===== src/rtl/cordic_sin_cos_if.sv =====
// Request/result bundle for cordic_sin_cos: start pulse and angle in, Q1.8 sine/cosine and done out.
interface cordic_sin_cos_if;
    logic              start;
    logic [8:0]        i_angle;
    logic signed [8:0] sine_out;
    logic signed [8:0] cosine_out;
    logic              done;

    modport master (
        output start,
        output i_angle,
        input  sine_out,
        input  cosine_out,
        input  done
    );

    modport slave (
        input  start,
        input  i_angle,
        output sine_out,
        output cosine_out,
        output done
    );
endinterface


===== src/rtl/cordic_sin_cos.sv =====
// 12-iteration rotation-mode CORDIC producing Q1.8 sine/cosine of a whole-degree angle.
// Define CORDIC_ROUND_EN to round (instead of truncate) on the Q2.14 -> Q1.8 conversion.
module cordic_sin_cos (
    input logic             clk,
    input logic             reset,
    cordic_sin_cos_if.slave bus
);

    typedef enum logic [1:0] {StIdle, StRun, StDone} state_e;

    localparam logic signed [15:0] XInit   = 16'sd9949;
    localparam logic [3:0]         LastIdx = 4'd11;

    state_e            state_q;
    logic signed [15:0] x_q, y_q, z_q;
    logic [3:0]         cnt_q;
    logic               neg_q;
    logic               done_q;
    logic signed [8:0]  sine_q, cosine_q;

    logic [8:0]         ang_wrap;
    logic signed [9:0]  ang_red;
    logic               neg_d;
    logic signed [15:0] z_init;
    logic signed [15:0] x_sh, y_sh, atan_i;
    logic signed [15:0] x_n, y_n, z_n;
    logic signed [8:0]  sine_d, cosine_d;

    function automatic logic signed [15:0] atan_lut(input logic [3:0] idx);
        unique case (idx)
            4'd0:    atan_lut = 16'sd5760;
            4'd1:    atan_lut = 16'sd3400;
            4'd2:    atan_lut = 16'sd1797;
            4'd3:    atan_lut = 16'sd912;
            4'd4:    atan_lut = 16'sd458;
            4'd5:    atan_lut = 16'sd229;
            4'd6:    atan_lut = 16'sd115;
            4'd7:    atan_lut = 16'sd57;
            4'd8:    atan_lut = 16'sd29;
            4'd9:    atan_lut = 16'sd14;
            4'd10:   atan_lut = 16'sd7;
            4'd11:   atan_lut = 16'sd4;
            default: atan_lut = 16'sd0;
        endcase
    endfunction

    // Q2.14 -> Q1.8, then optional negation for the folded half-plane, then clamp.
    function automatic logic signed [8:0] to_q18(input logic signed [15:0] v, input logic n);
        logic signed [16:0] r;
        logic signed [10:0] s;
`ifdef CORDIC_ROUND_EN
        r = {v[15], v} + 17'sd32;
`else
        r = {v[15], v};
`endif
        s = r[16:6];
        if (n) s = -s;
        if (s > 11'sd255)       to_q18 = 9'sd255;
        else if (s < -11'sd256) to_q18 = -9'sd256;
        else                    to_q18 = s[8:0];
    endfunction

    // Fold the captured angle into [-90, 90]; the back half-plane is handled by negation.
    always_comb begin
        ang_wrap = (bus.i_angle >= 9'd360) ? bus.i_angle - 9'd360 : bus.i_angle;
        ang_red  = signed'({1'b0, ang_wrap});
        neg_d    = 1'b0;
        if (ang_wrap >= 9'd91 && ang_wrap <= 9'd270) begin
            ang_red = signed'({1'b0, ang_wrap} - 10'd180);
            neg_d   = 1'b1;
        end else if (ang_wrap >= 9'd271) begin
            ang_red = signed'({1'b0, ang_wrap} - 10'd360);
        end
        z_init = {ang_red[8:0], 7'd0};
    end

    always_comb begin
        x_sh   = x_q >>> cnt_q;
        y_sh   = y_q >>> cnt_q;
        atan_i = atan_lut(cnt_q);
        if (!z_q[15]) begin
            x_n = x_q - y_sh;
            y_n = y_q + x_sh;
            z_n = z_q - atan_i;
        end else begin
            x_n = x_q + y_sh;
            y_n = y_q - x_sh;
            z_n = z_q + atan_i;
        end
        sine_d   = to_q18(y_q, neg_q);
        cosine_d = to_q18(x_q, neg_q);
    end

    always_ff @(posedge clk) begin
        if (!reset) begin
            state_q  <= StIdle;
            x_q      <= '0;
            y_q      <= '0;
            z_q      <= '0;
            cnt_q    <= '0;
            neg_q    <= 1'b0;
            done_q   <= 1'b0;
            sine_q   <= '0;
            cosine_q <= '0;
        end else begin
            unique case (state_q)
                StIdle, StDone: begin
                    if (bus.start) begin
                        x_q     <= XInit;
                        y_q     <= '0;
                        z_q     <= z_init;
                        neg_q   <= neg_d;
                        cnt_q   <= '0;
                        done_q  <= 1'b0;
                        state_q <= StRun;
                    end
                end
                StRun: begin
                    // cnt_q runs one past the last iteration so the output register
                    // lands on the 13th edge after capture.
                    if (cnt_q > LastIdx) begin
                        sine_q   <= sine_d;
                        cosine_q <= cosine_d;
                        done_q   <= 1'b1;
                        state_q  <= StDone;
                    end else begin
                        x_q   <= x_n;
                        y_q   <= y_n;
                        z_q   <= z_n;
                        cnt_q <= cnt_q + 4'd1;
                    end
                end
                default: state_q <= StIdle;
            endcase
        end
    end

    assign bus.sine_out   = sine_q;
    assign bus.cosine_out = cosine_q;
    assign bus.done       = done_q;

endmodule


===== src/flat_wrapper.sv =====
// flat-port wrapper written by rule: the top's interface ports become plain ports
module cordic_sin_cos_flat 
  (clk, reset, bus_start, bus_i_angle, bus_sine_out, bus_cosine_out, bus_done);
  cordic_sin_cos_if bus_i ();
  input logic clk;
  input logic reset;
  input wire logic [$bits(bus_i.start)-1:0] bus_start;
  input wire logic [$bits(bus_i.i_angle)-1:0] bus_i_angle;
  output wire logic [$bits(bus_i.sine_out)-1:0] bus_sine_out;
  output wire logic [$bits(bus_i.cosine_out)-1:0] bus_cosine_out;
  output wire logic [$bits(bus_i.done)-1:0] bus_done;
  assign bus_i.start = bus_start;
  assign bus_i.i_angle = bus_i_angle;
  assign bus_sine_out = bus_i.sine_out;
  assign bus_cosine_out = bus_i.cosine_out;
  assign bus_done = bus_i.done;
  cordic_sin_cos u_core (.clk(clk), .reset(reset), .bus(bus_i));
endmodule

===== config.mk =====
export PLATFORM = sky130hd
export DESIGN_NAME = cordic_sin_cos_flat
export DESIGN_NICKNAME = d
export VERILOG_FILES = /design/src/rtl/cordic_sin_cos_if.sv /design/src/rtl/cordic_sin_cos.sv /design/src/flat_wrapper.sv
export SDC_FILE = /design/constraint.sdc
export NUM_CORES = 1
export LEC_CHECK = 0
export BUFFER_PORTS_ARGS = -buffer_cell sky130_fd_sc_hd__buf_2
export CORE_UTILIZATION = 65
export CTS_CLUSTER_SIZE = 25
export DETAILED_ROUTE_END_ITERATION = 12
export PLACE_DENSITY_LB_ADDON = 0.15
export SYNTH_ARGS = -nofsm -noshare
export SYNTH_HDL_FRONTEND = slang
export SYNTH_SLANG_ARGS = --single-unit

===== constraint.sdc =====
create_clock -name clk -period 6.9 [get_ports clk]
set_input_delay 0.345 -clock clk [delete_from_list [all_inputs] [get_ports clk]]
set_output_delay 0.345 -clock clk [all_outputs]
set_load 0.01 [all_outputs]

---- Word-level counts from Yosys, hierarchy flattened ----
Memories as Yosys holds them, arrays and structs flattened. A register that Yosys moved wholly into a read port is not among the register bits.
Cells that the tools add are included.
cells by class
  $add $sub $neg .......................... 12
  $lt $le $gt $ge ......................... 9
  equal/unequal tests ..................... 5
  shift-type cells ........................ 2
  multiplexer cells ....................... 33
  reductions and logical operators ........ 9
operator list
  operator             count
  $mux 16              9
  $pmux 16 s2          3
  $mux 9               7
  $add 16x16->16       3
  $sub 16x16->16       3
  $sshr 16x4->16       2
  $gt 11x9->1 const B  2
  $lt 11x9->1 const B  2
  $mux 11              2
  $neg 10->11          2
  $ge 9x9->1 const B   2
  $sub 9x9->9 const B  2
  $mux 4               4
  $ge 9x7->1 const B   1
  $le 9x9->1 const B   1
  $sub 9x8->9 const B  1
  $pmux 4 s2           1
  $reduce_and 2->1     3
  $reduce_and 3->1     2
  $add 4x1->4 const B  1
  $gt 4x4->1 const B   1
  $mux 2               2
  $ne 2x2->1 const B   2
  $pmux 2 s2           1
  9 further kinds      11
storage, ports and cells
  flip-flop bits (word level) ............. 74
  bits in read-only memories .............. 208
  input bits .............................. 12
  output and inout bits ................... 19
  logic and storage cells ................. 80
  memories ................................ 1
memories
  memory            words  width  rd ports  clocked after memory_dff  wr ports  RTL line              source
  (name not given)  16     13     1         1                         0         cordic_sin_cos.sv:30  unique case (idx)

---- Depth between registers and ports, before layout ----
Gate-level depths: netlist of the first run.
  depth after elaboration ................. 7
  mapped depth ............................ 23
  mapped depth without buffers ............ 20

---- Worst setup path after synthesis of the first run ----
Ideal clock, no wire load.
  path kind ............................... register -> register
  from .................................... reg u_core.cnt_q[1]
  to ...................................... reg u_core.x_q[15]
  setup time .............................. 0.095 ns
  arrival time ............................ 4.471 ns
  slack ................................... 2.334 ns
  stages on the path, launching flop included .. 21
  path buffers ............................ 3
  cell sequence ........................... dfxtp_1 > buf_2 > buf_2 > buf_2 > mux4_2 > a21oi_1 > nand2_1 > o21ai_0 > ha_1 > mux2_2 > ha_1 > a21o_1 > a21oi_1 > o21ai_0 > and3_1 > o21bai_1 > a21boi_0 > o41ai_1 > o21ai_0 > or3_1 > o311ai_1
between the ends
  longest elaborated chain between the ends .. 5
RTL lines
  item                                                     RTL line                                    source
  start, declared                                          cordic_sin_cos.sv:16                        logic [3:0] cnt_q;
  start signal, assigned                                   cordic_sin_cos.sv:130                       cnt_q <= cnt_q + 4'd1;
  $sshr 16x4->16                                           cordic_sin_cos.sv:79                        y_sh = y_q >>> cnt_q;
  $sub 16x16->16 / $add 16x16->16 (equally long branches)  cordic_sin_cos.sv:82, cordic_sin_cos.sv:86
  $mux 16                                                  cordic_sin_cos.sv:81                        if (!z_q[15]) begin
  $mux 16                                                  cordic_sin_cos.sv:121                       if (cnt_q > LastIdx) begin
  $pmux 16 s2                                              cordic_sin_cos.sv:106                       unique case (state_q)
  end signal, assigned                                     cordic_sin_cos.sv:109                       x_q <= XInit;
  end signal, assigned                                     cordic_sin_cos.sv:127                       x_q <= x_n;
  end, declared                                            cordic_sin_cos.sv:15                        logic signed [15:0] x_q, y_q, z_q;
Parallel ways exist; a longest one is shown, timed or not. The select of a mux whose other input is x is not followed.
A chain may end at the register's enable or synchronous reset.

---- Final worst setup path of the first run ----
  from .................................... reg u_core.cnt_q[0]
  to ...................................... reg u_core.x_q[15]
Same word-level chain as after synthesis.

==> results of run 1 <==
-- worst paths after layout --
kind,end,start,slack [ns]
setup reg to reg,u_core.x_q[15],u_core.cnt_q[0],1.66
hold reg to reg,u_core.bus.done,u_core.bus.done,0.46
hold / removal,u_core.state_q[1],bus_start,0.31
setup / recovery,u_core.x_q[15],u_core.cnt_q[0],1.66
-- cell type report --
class	instances	area [µm²]
fill	1053	3660
timing repair buffer	43	248
sequential	87	1740
multi-input combinational	888	6440
clock buffer	9	225
inverter	57	214
clock inverter	7	78.8
tap	172	215
-- worst register-to-register path, stage by stage (launching register included) --
cell and delay, ns:
dfxtp_2 0.88, buf_4 0.35, mux4_2 0.55, mux4_2 0.50
nor2b_1 0.19, and3_1 0.25, a21oi_1 0.10, xor2_1 0.17
ha_1 0.23, nor4_1 0.27, o21ai_0 0.17, and3_1 0.20
o21bai_1 0.11, a21boi_0 0.15, o41ai_1 0.44, o21ai_0 0.19
or3_1 0.33, o311ai_1 0.07
-- cell families (layout without fill, tap and decap cells) --
| logic type | count (synthesis) | count (layout) |
|---|---|---|
| AO/OA/AOI/OAI | 318 | 318 |
| XOR/XNOR | 92 | 92 |
| adder cells (fa/ha/maj) | 72 | 72 |
| buffers and inverters | 128 | 116 |
| flip-flops | 87 | 87 |
| multiplexers | 60 | 60 |
| AND/OR/NAND/NOR | 346 | 346 |
-- report_power, final --
| part | total (mW) | switching [mW] | leakage, nW | internal [mW] |
|---|---|---|---|---|
| clock | 0.502 | 0.218 | 0.150 | 0.284 |
| combinational | 1.81 | 0.979 | 2.92 | 0.827 |
| sequential | 0.758 | 0.187 | 0.711 | 0.571 |
| total | 3.07 | 1.38 | 3.78 | 1.68 |
-- layer usage --
layer / track usage, % / vias to the layer above / part of all wire (%)
met3: 6.20 / 45 / 7.3
met1: 41.2 / 3756 / 43
met4: 13.1 / 0 / 2.8
met5: 0 / - / 0
met2: 53.7 / 314 / 47
li1: - / 3981 / -
-- through the flow --
| step | power, mW | util (%) | setup slack, ns | hold slack (ns) |
|---|---|---|---|---|
| floorplan | 2.20 | - | 2.33 | 0.448 |
| global placement | 2.51 | 69.1 | 1.89 | 0.445 |
| detailed placement | 2.54 | 69.1 | 1.74 | 0.459 |
| CTS | 3.05 | 71.4 | 1.71 | 0.297 |
| global route | 3.33 | 71.4 | 1.23 | 0.310 |
| finish | 3.07 | 71.4 | 1.66 | 0.309 |
-- layout by cell type (no fill, tap or decap), types with 32 or more instances in the layout --
master,netlist,final
xnor2_1,47,47
inv_1,55,55
nand2_1,87,87
ha_1,69,69
nand3_1,32,32
nor2_1,114,114
o21ai_0,65,65
dfxtp_1,87,85
xor2_1,45,45
a21oi_1,96,95
-- state kept, by name, indices dropped and copies added (netlist names) --
register / count
u_core.state_q: 2
u_core.atan_i: 13
u_core.cnt_q: 4
u_core.bus.done: 1
u_core.neg_q: 1
u_core.bus.cosine_out: 9
u_core.z_q: 16
u_core.bus.sine_out: 9
u_core.y_q: 16
u_core.x_q: 16
==> metrics.yaml, run 1 <==
dr.first_iter.drc_count: 613
coreArea_mm2: 0.0128
path_depth: 17
grt_pass1_vias: 7522
whs_path_depth: 3
critical_path.top_delay_family: "simple AND/OR/NAND/NOR gates"
rsz0062_at_grt: "false"
hp-class: "in2reg"
crit_buf_inv: 1
period_share_pct: 75.9
netlist_area_mm2: 0.00869
finalInstanceArea_mm2: 0.00916
tightestPinTransition_ns: 0.901
drc: 0
syn_inst: 1103
synth_area_leaders: "dfxtp_1, ha_1, mux4_2"
syn_nets: 1187
yosys.area.top_type_share_pct: 20.1
grt_first_pass_wirelength_mm: 36.5
clockBufferDepth: 2
synth_xor_area_share_pct: 9.28
syn_avg_cell_area_um2: 7.87
synth_seq_cells: 87
relSlewSlack_pct: 39.8
hpwlAfterDp_mm: 15.8
finalNetCount: 1170
antenna_found_initial: 0
viasPerCell: 6.41
rows: 41
muxShareOfSynthArea_pct: 11.4
synth_edf_count: 0
fmax_ghz: 0.191
antennaDiodeCount: 0
pin_count: 31
yosysUniqueCellTypes: 74
fin_tns_setup_ns: 0
clock-sinks: 87
instances_no_fill: 1263
synthToLayoutAreaGrowth_pct: 5.49
critical_path_class: "reg2reg"
die_area_mm2: 0.0138
path_cells: "buf_4, mux4_2, mux4_2, nor2b_1, and3_1, a21oi_1, xor2_1, ha_1, nor4_1, o21ai_0, and3_1, o21bai_1, a21boi_0, o41ai_1, o21ai_0, or3_1, o311ai_1"
synthSimpleGateAreaFrac_pct: 19.1
wl_per_cell_um: 17.2
vias: 8096
clkLatencyLatePin_ns: 0.36
gp_congestion: 0.948
synth_top_family_by_area: "compound AO/OA/AOI/OAI gates"
drt_first_pass_iters: 5
synthArstFlopShare_pct: 0
critPathMaxFanout: 33
skew_ns: 0.00709
grt.overflow.total: 0
post_dp_cell_area_mm2: 0.00886
finalSetupViolCount: 0
leakagePower_nw: 3.78
hold_viol: 0
yosys-top-cells-count: "nor2_1, a21oi_1, dfxtp_1, nand2_1, ha_1"
start_util_pct: 67.7
postCtsSetupRepairBufs: 0
die_h_um: 118
io_buffers: 30
totalWireLength_mm: 21.8
slowest_stage: "dfxtp_2"
drv_cap: 0
grt_util_all_layers_pct: 32.3
outcome: "finished, final reports clean"
clkTransAtPathRegs_ns: 0.07
report.final.slew_viol_count: 0
ant_nets: 0
crit_path_end_kind: "flop"
ctsHoldBuffers: 0
yosys_warnings: 0
slowest_delay_ns: 0.88
worstSetupStartpointType: "flop"
dp_cells: 1247
fin_crit_ns: 5.24
ys_seq_area_share_pct: 20.1
post-synth-top-area-cell: "dfxtp_1"
cts_root_buffer: "clkbuf_16"
synthAdderAreaFrac_pct: 10.6
worst_r2r_path_depth: 17
h-tree-depth: 3
drive_gt1_share_pct: 11.4
yosys.cell_count.top_type: "nor2_1"
cp.arrival_ns: 5.49
grt_max_degree: 48
die_w_um: 118
synthFlopType: "dfxtp_1"
cts_resized: 0
ir_drop_mv: 0.194
required_ns: 7.16
synth_compound_area_share_pct: 23.6
cts-buffers-inserted: 9
powerDensity_mw_per_mm2: 335
cts_tree: "yes"
Power figures use the tool's default switching activity.
==> run 2: changes to the inputs <==
ABC_AREA = 1   (was not set)
CORE_UTILIZATION = 64   (was 65)
clock period = 4.97 ns   (was 6.9 ns; I/O delays follow)
==> metrics.yaml, run 2 <==
outcome: "finished, final reports clean"
syn_avg_cell_area_um2: 6.12
cts-buffers-inserted: 9
drc: 0
syn_inst: 1465
crit_path_end_kind: "flop"
busiest_layer: "met2"
yosys_warnings: 0
start_util_pct: 66.7
wl_per_cell_um: 14.7
slowest_stage: "inv_1"
dp_cells: 1632
pin_count: 31
leakagePower_nw: 4.84
hpwlAfterDp_mm: 18.5
path_cells: "inv_1, nand3_1, nand3_1, nand2_1, o21ai_2, ha_1, o21ai_0, inv_1, ha_1, nand3_1, nand2_1, inv_1, o21ai_0, inv_1, o21ai_0, a21oi_1, o21ai_0, a21oi_1, o21ai_0, a21oi_1"
vias: 9556
layout_common_cells: "nand2_1, nand3_1, inv_1"
grt_pass1_vias: 8769
period_share_pct: 83.1
synth_compound_area_share_pct: 17.5
tightestPinTransition_ns: 0.777
syn_nets: 1549
synth_edf_count: 0
clkLatencyLatePin_ns: 0.36
yosys.area.top_type_share_pct: 19.4
clkTransAtPathRegs_ns: 0.07
yosysUniqueCellTypes: 54
hold_viol: 0
ant_nets: 0
synth_top_family_by_area: "simple AND/OR/NAND/NOR gates"
hold_slack_ns: 0.195
muxShareOfSynthArea_pct: 0
synthAdderAreaFrac_pct: 10.3
grt_util_all_layers_pct: 34.2
die_area_mm2: 0.0145
skew_ns: 0.0111
drv_cap: 0
ctsHoldBuffers: 0
totalWireLength_mm: 24.3
fin_crit_ns: 4.13
synth_xor_area_share_pct: 6.54
final_common_cell: "nand2_1"
cts_root_buffer: "clkbuf_16"
post-synth-top-area-cell: "dfxtp_1"
fin_tns_setup_ns: 0
grt_use_met1_pct: 41.2
yosys-top-cells-count: "nand2_1, nand3_1, inv_1"
cts_tree: "yes"
grt_first_pass_wirelength_mm: 40.2
coreArea_mm2: 0.0135
reg_top3: "u_core.x_q x16, u_core.y_q x16, u_core.z_q x16"
required_ns: 5.18
slowest_delay_ns: 0.48
synthFlopType: "dfxtp_1"
rows: 42
fmax_ghz: 0.242
crit_path_frequent_cell: "o21ai_0"
viasPerCell: 5.80
grt_use_met2_pct: 60.3
relSlewSlack_pct: 48.2
antennaDiodeCount: 0
postCtsSetupRepairBufs: 0
pre_cts_ws_ns: 0.879
report.final.slew_viol_count: 0
finalNetCount: 1551
worstSetupStartpointType: "flop"
cp.arrival_ns: 4.34
yosys.cell_count.top_type: "nand2_1"
synth_area_leaders: "dfxtp_1, nand2_1, ha_1"
rsz0062_at_grt: "false"
gp_congestion: 0.943
grt.overflow.total: 0
io_buffers: 30
timing.final.ws_setup_ns: 0.840
instances_no_fill: 1648
num-fill-cells: 1244
drt_first_pass_iters: 8
ys_seq_area_share_pct: 19.4
netlist_area_mm2: 0.00897
die_h_um: 120
synthArstFlopShare_pct: 0
ir_drop_mv: 0.261
h-tree-depth: 3
finalSetupViolCount: 0
antenna_found_initial: 0
die_w_um: 120
hp-class: "in2reg"
critical_path_class: "reg2reg"
synthSimpleGateAreaFrac_pct: 36.2
powerDensity_mw_per_mm2: 457
critPathMaxFanout: 23
drive_gt1_share_pct: 8.02
synth_seq_cells: 87
cts_resized: 0
grt_use_met3_pct: 5.33
clock-sinks: 87
grt_max_degree: 38
clockBufferDepth: 2
dr.first_iter.drc_count: 756
synthToLayoutAreaGrowth_pct: 5.86
-- run 2: changes by cell type after synthesis, sizes merged, moves of 28 or more --
cell / previous run / this run
nand3: 32 / 172
clkbuf: 54 / 22
inv: 56 / 167
o21ai: 69 / 106
nand2: 88 / 416
mux4: 29 / 0
xnor2: 47 / 13
a21oi: 96 / 124
-- run 2: path summary, 6_finish.rpt --
| kind | cells past startpoint | slack [ns] | from | to |
|---|---|---|---|---|
| max | 20 | 0.84 | u_core.cnt_q[1] | u_core.x_q[11] |
| min | 4 | 0.19 | bus_start | u_core.state_q[1] |
| max reg2reg | 20 | 0.84 | u_core.cnt_q[1] | u_core.x_q[11] |
| min reg2reg | 2 | 0.48 | u_core.z_q[0] | u_core.z_q[0] |
-- run 2: through the flow --
stage	util [%]	power, mW	instance area [µm²]
2_1_floorplan	-	3.01	8970
3_3_place_gp	68.2	3.52	9180
3_5_place_dp	68.2	3.57	9180
4_1_cts	70.6	4.30	9490
5_1_grt	70.6	4.73	9490
6_report	70.6	4.34	9490
-- run 2: layer usage --
metal	wire [µm]	vias up
met5	0	-
met4	837	0
met3	1260	75
met2	11700	283
met1	10500	4354
li1	-	4844
-- run 2: report_power, final --
part           internal, mW  switching (mW)  total, mW
Clock                 0.411           0.311      0.721
Sequential            0.786           0.160      0.946
Combinational         0.944            1.73       2.67
-- run 2: logic make-up after synthesis --
group,count (synthesis)
DFF,87
AOI/OAI and AO/OA,280
buffers and inverters,223
xor gates and xnor gates,67
and+or+nand+nor,736
adders and majority gates,72
-- run 2: worst max-delay path: cells and delay by family (launching register included) --
family          cells  cell delay, ns
compound gates      9            1.88
buf+inv             4            0.70
fa+ha+maj           2            0.55
flops               1            0.31
simple gates        5            0.54
-- run 2: cell type report --
type | count | area, µm² | share of cell area (%)
inverters | 171 | 648 | 6.83
clock buffers | 10 | 239 | 2.52
well taps | 176 | 220 | 2.32
clock inverters | 6 | 72.6 | 0.764
multi-input cells | 1155 | 6320 | 66.6
repair buffers | 43 | 248 | 2.61
flip-flops and latches | 87 | 1740 | 18.3
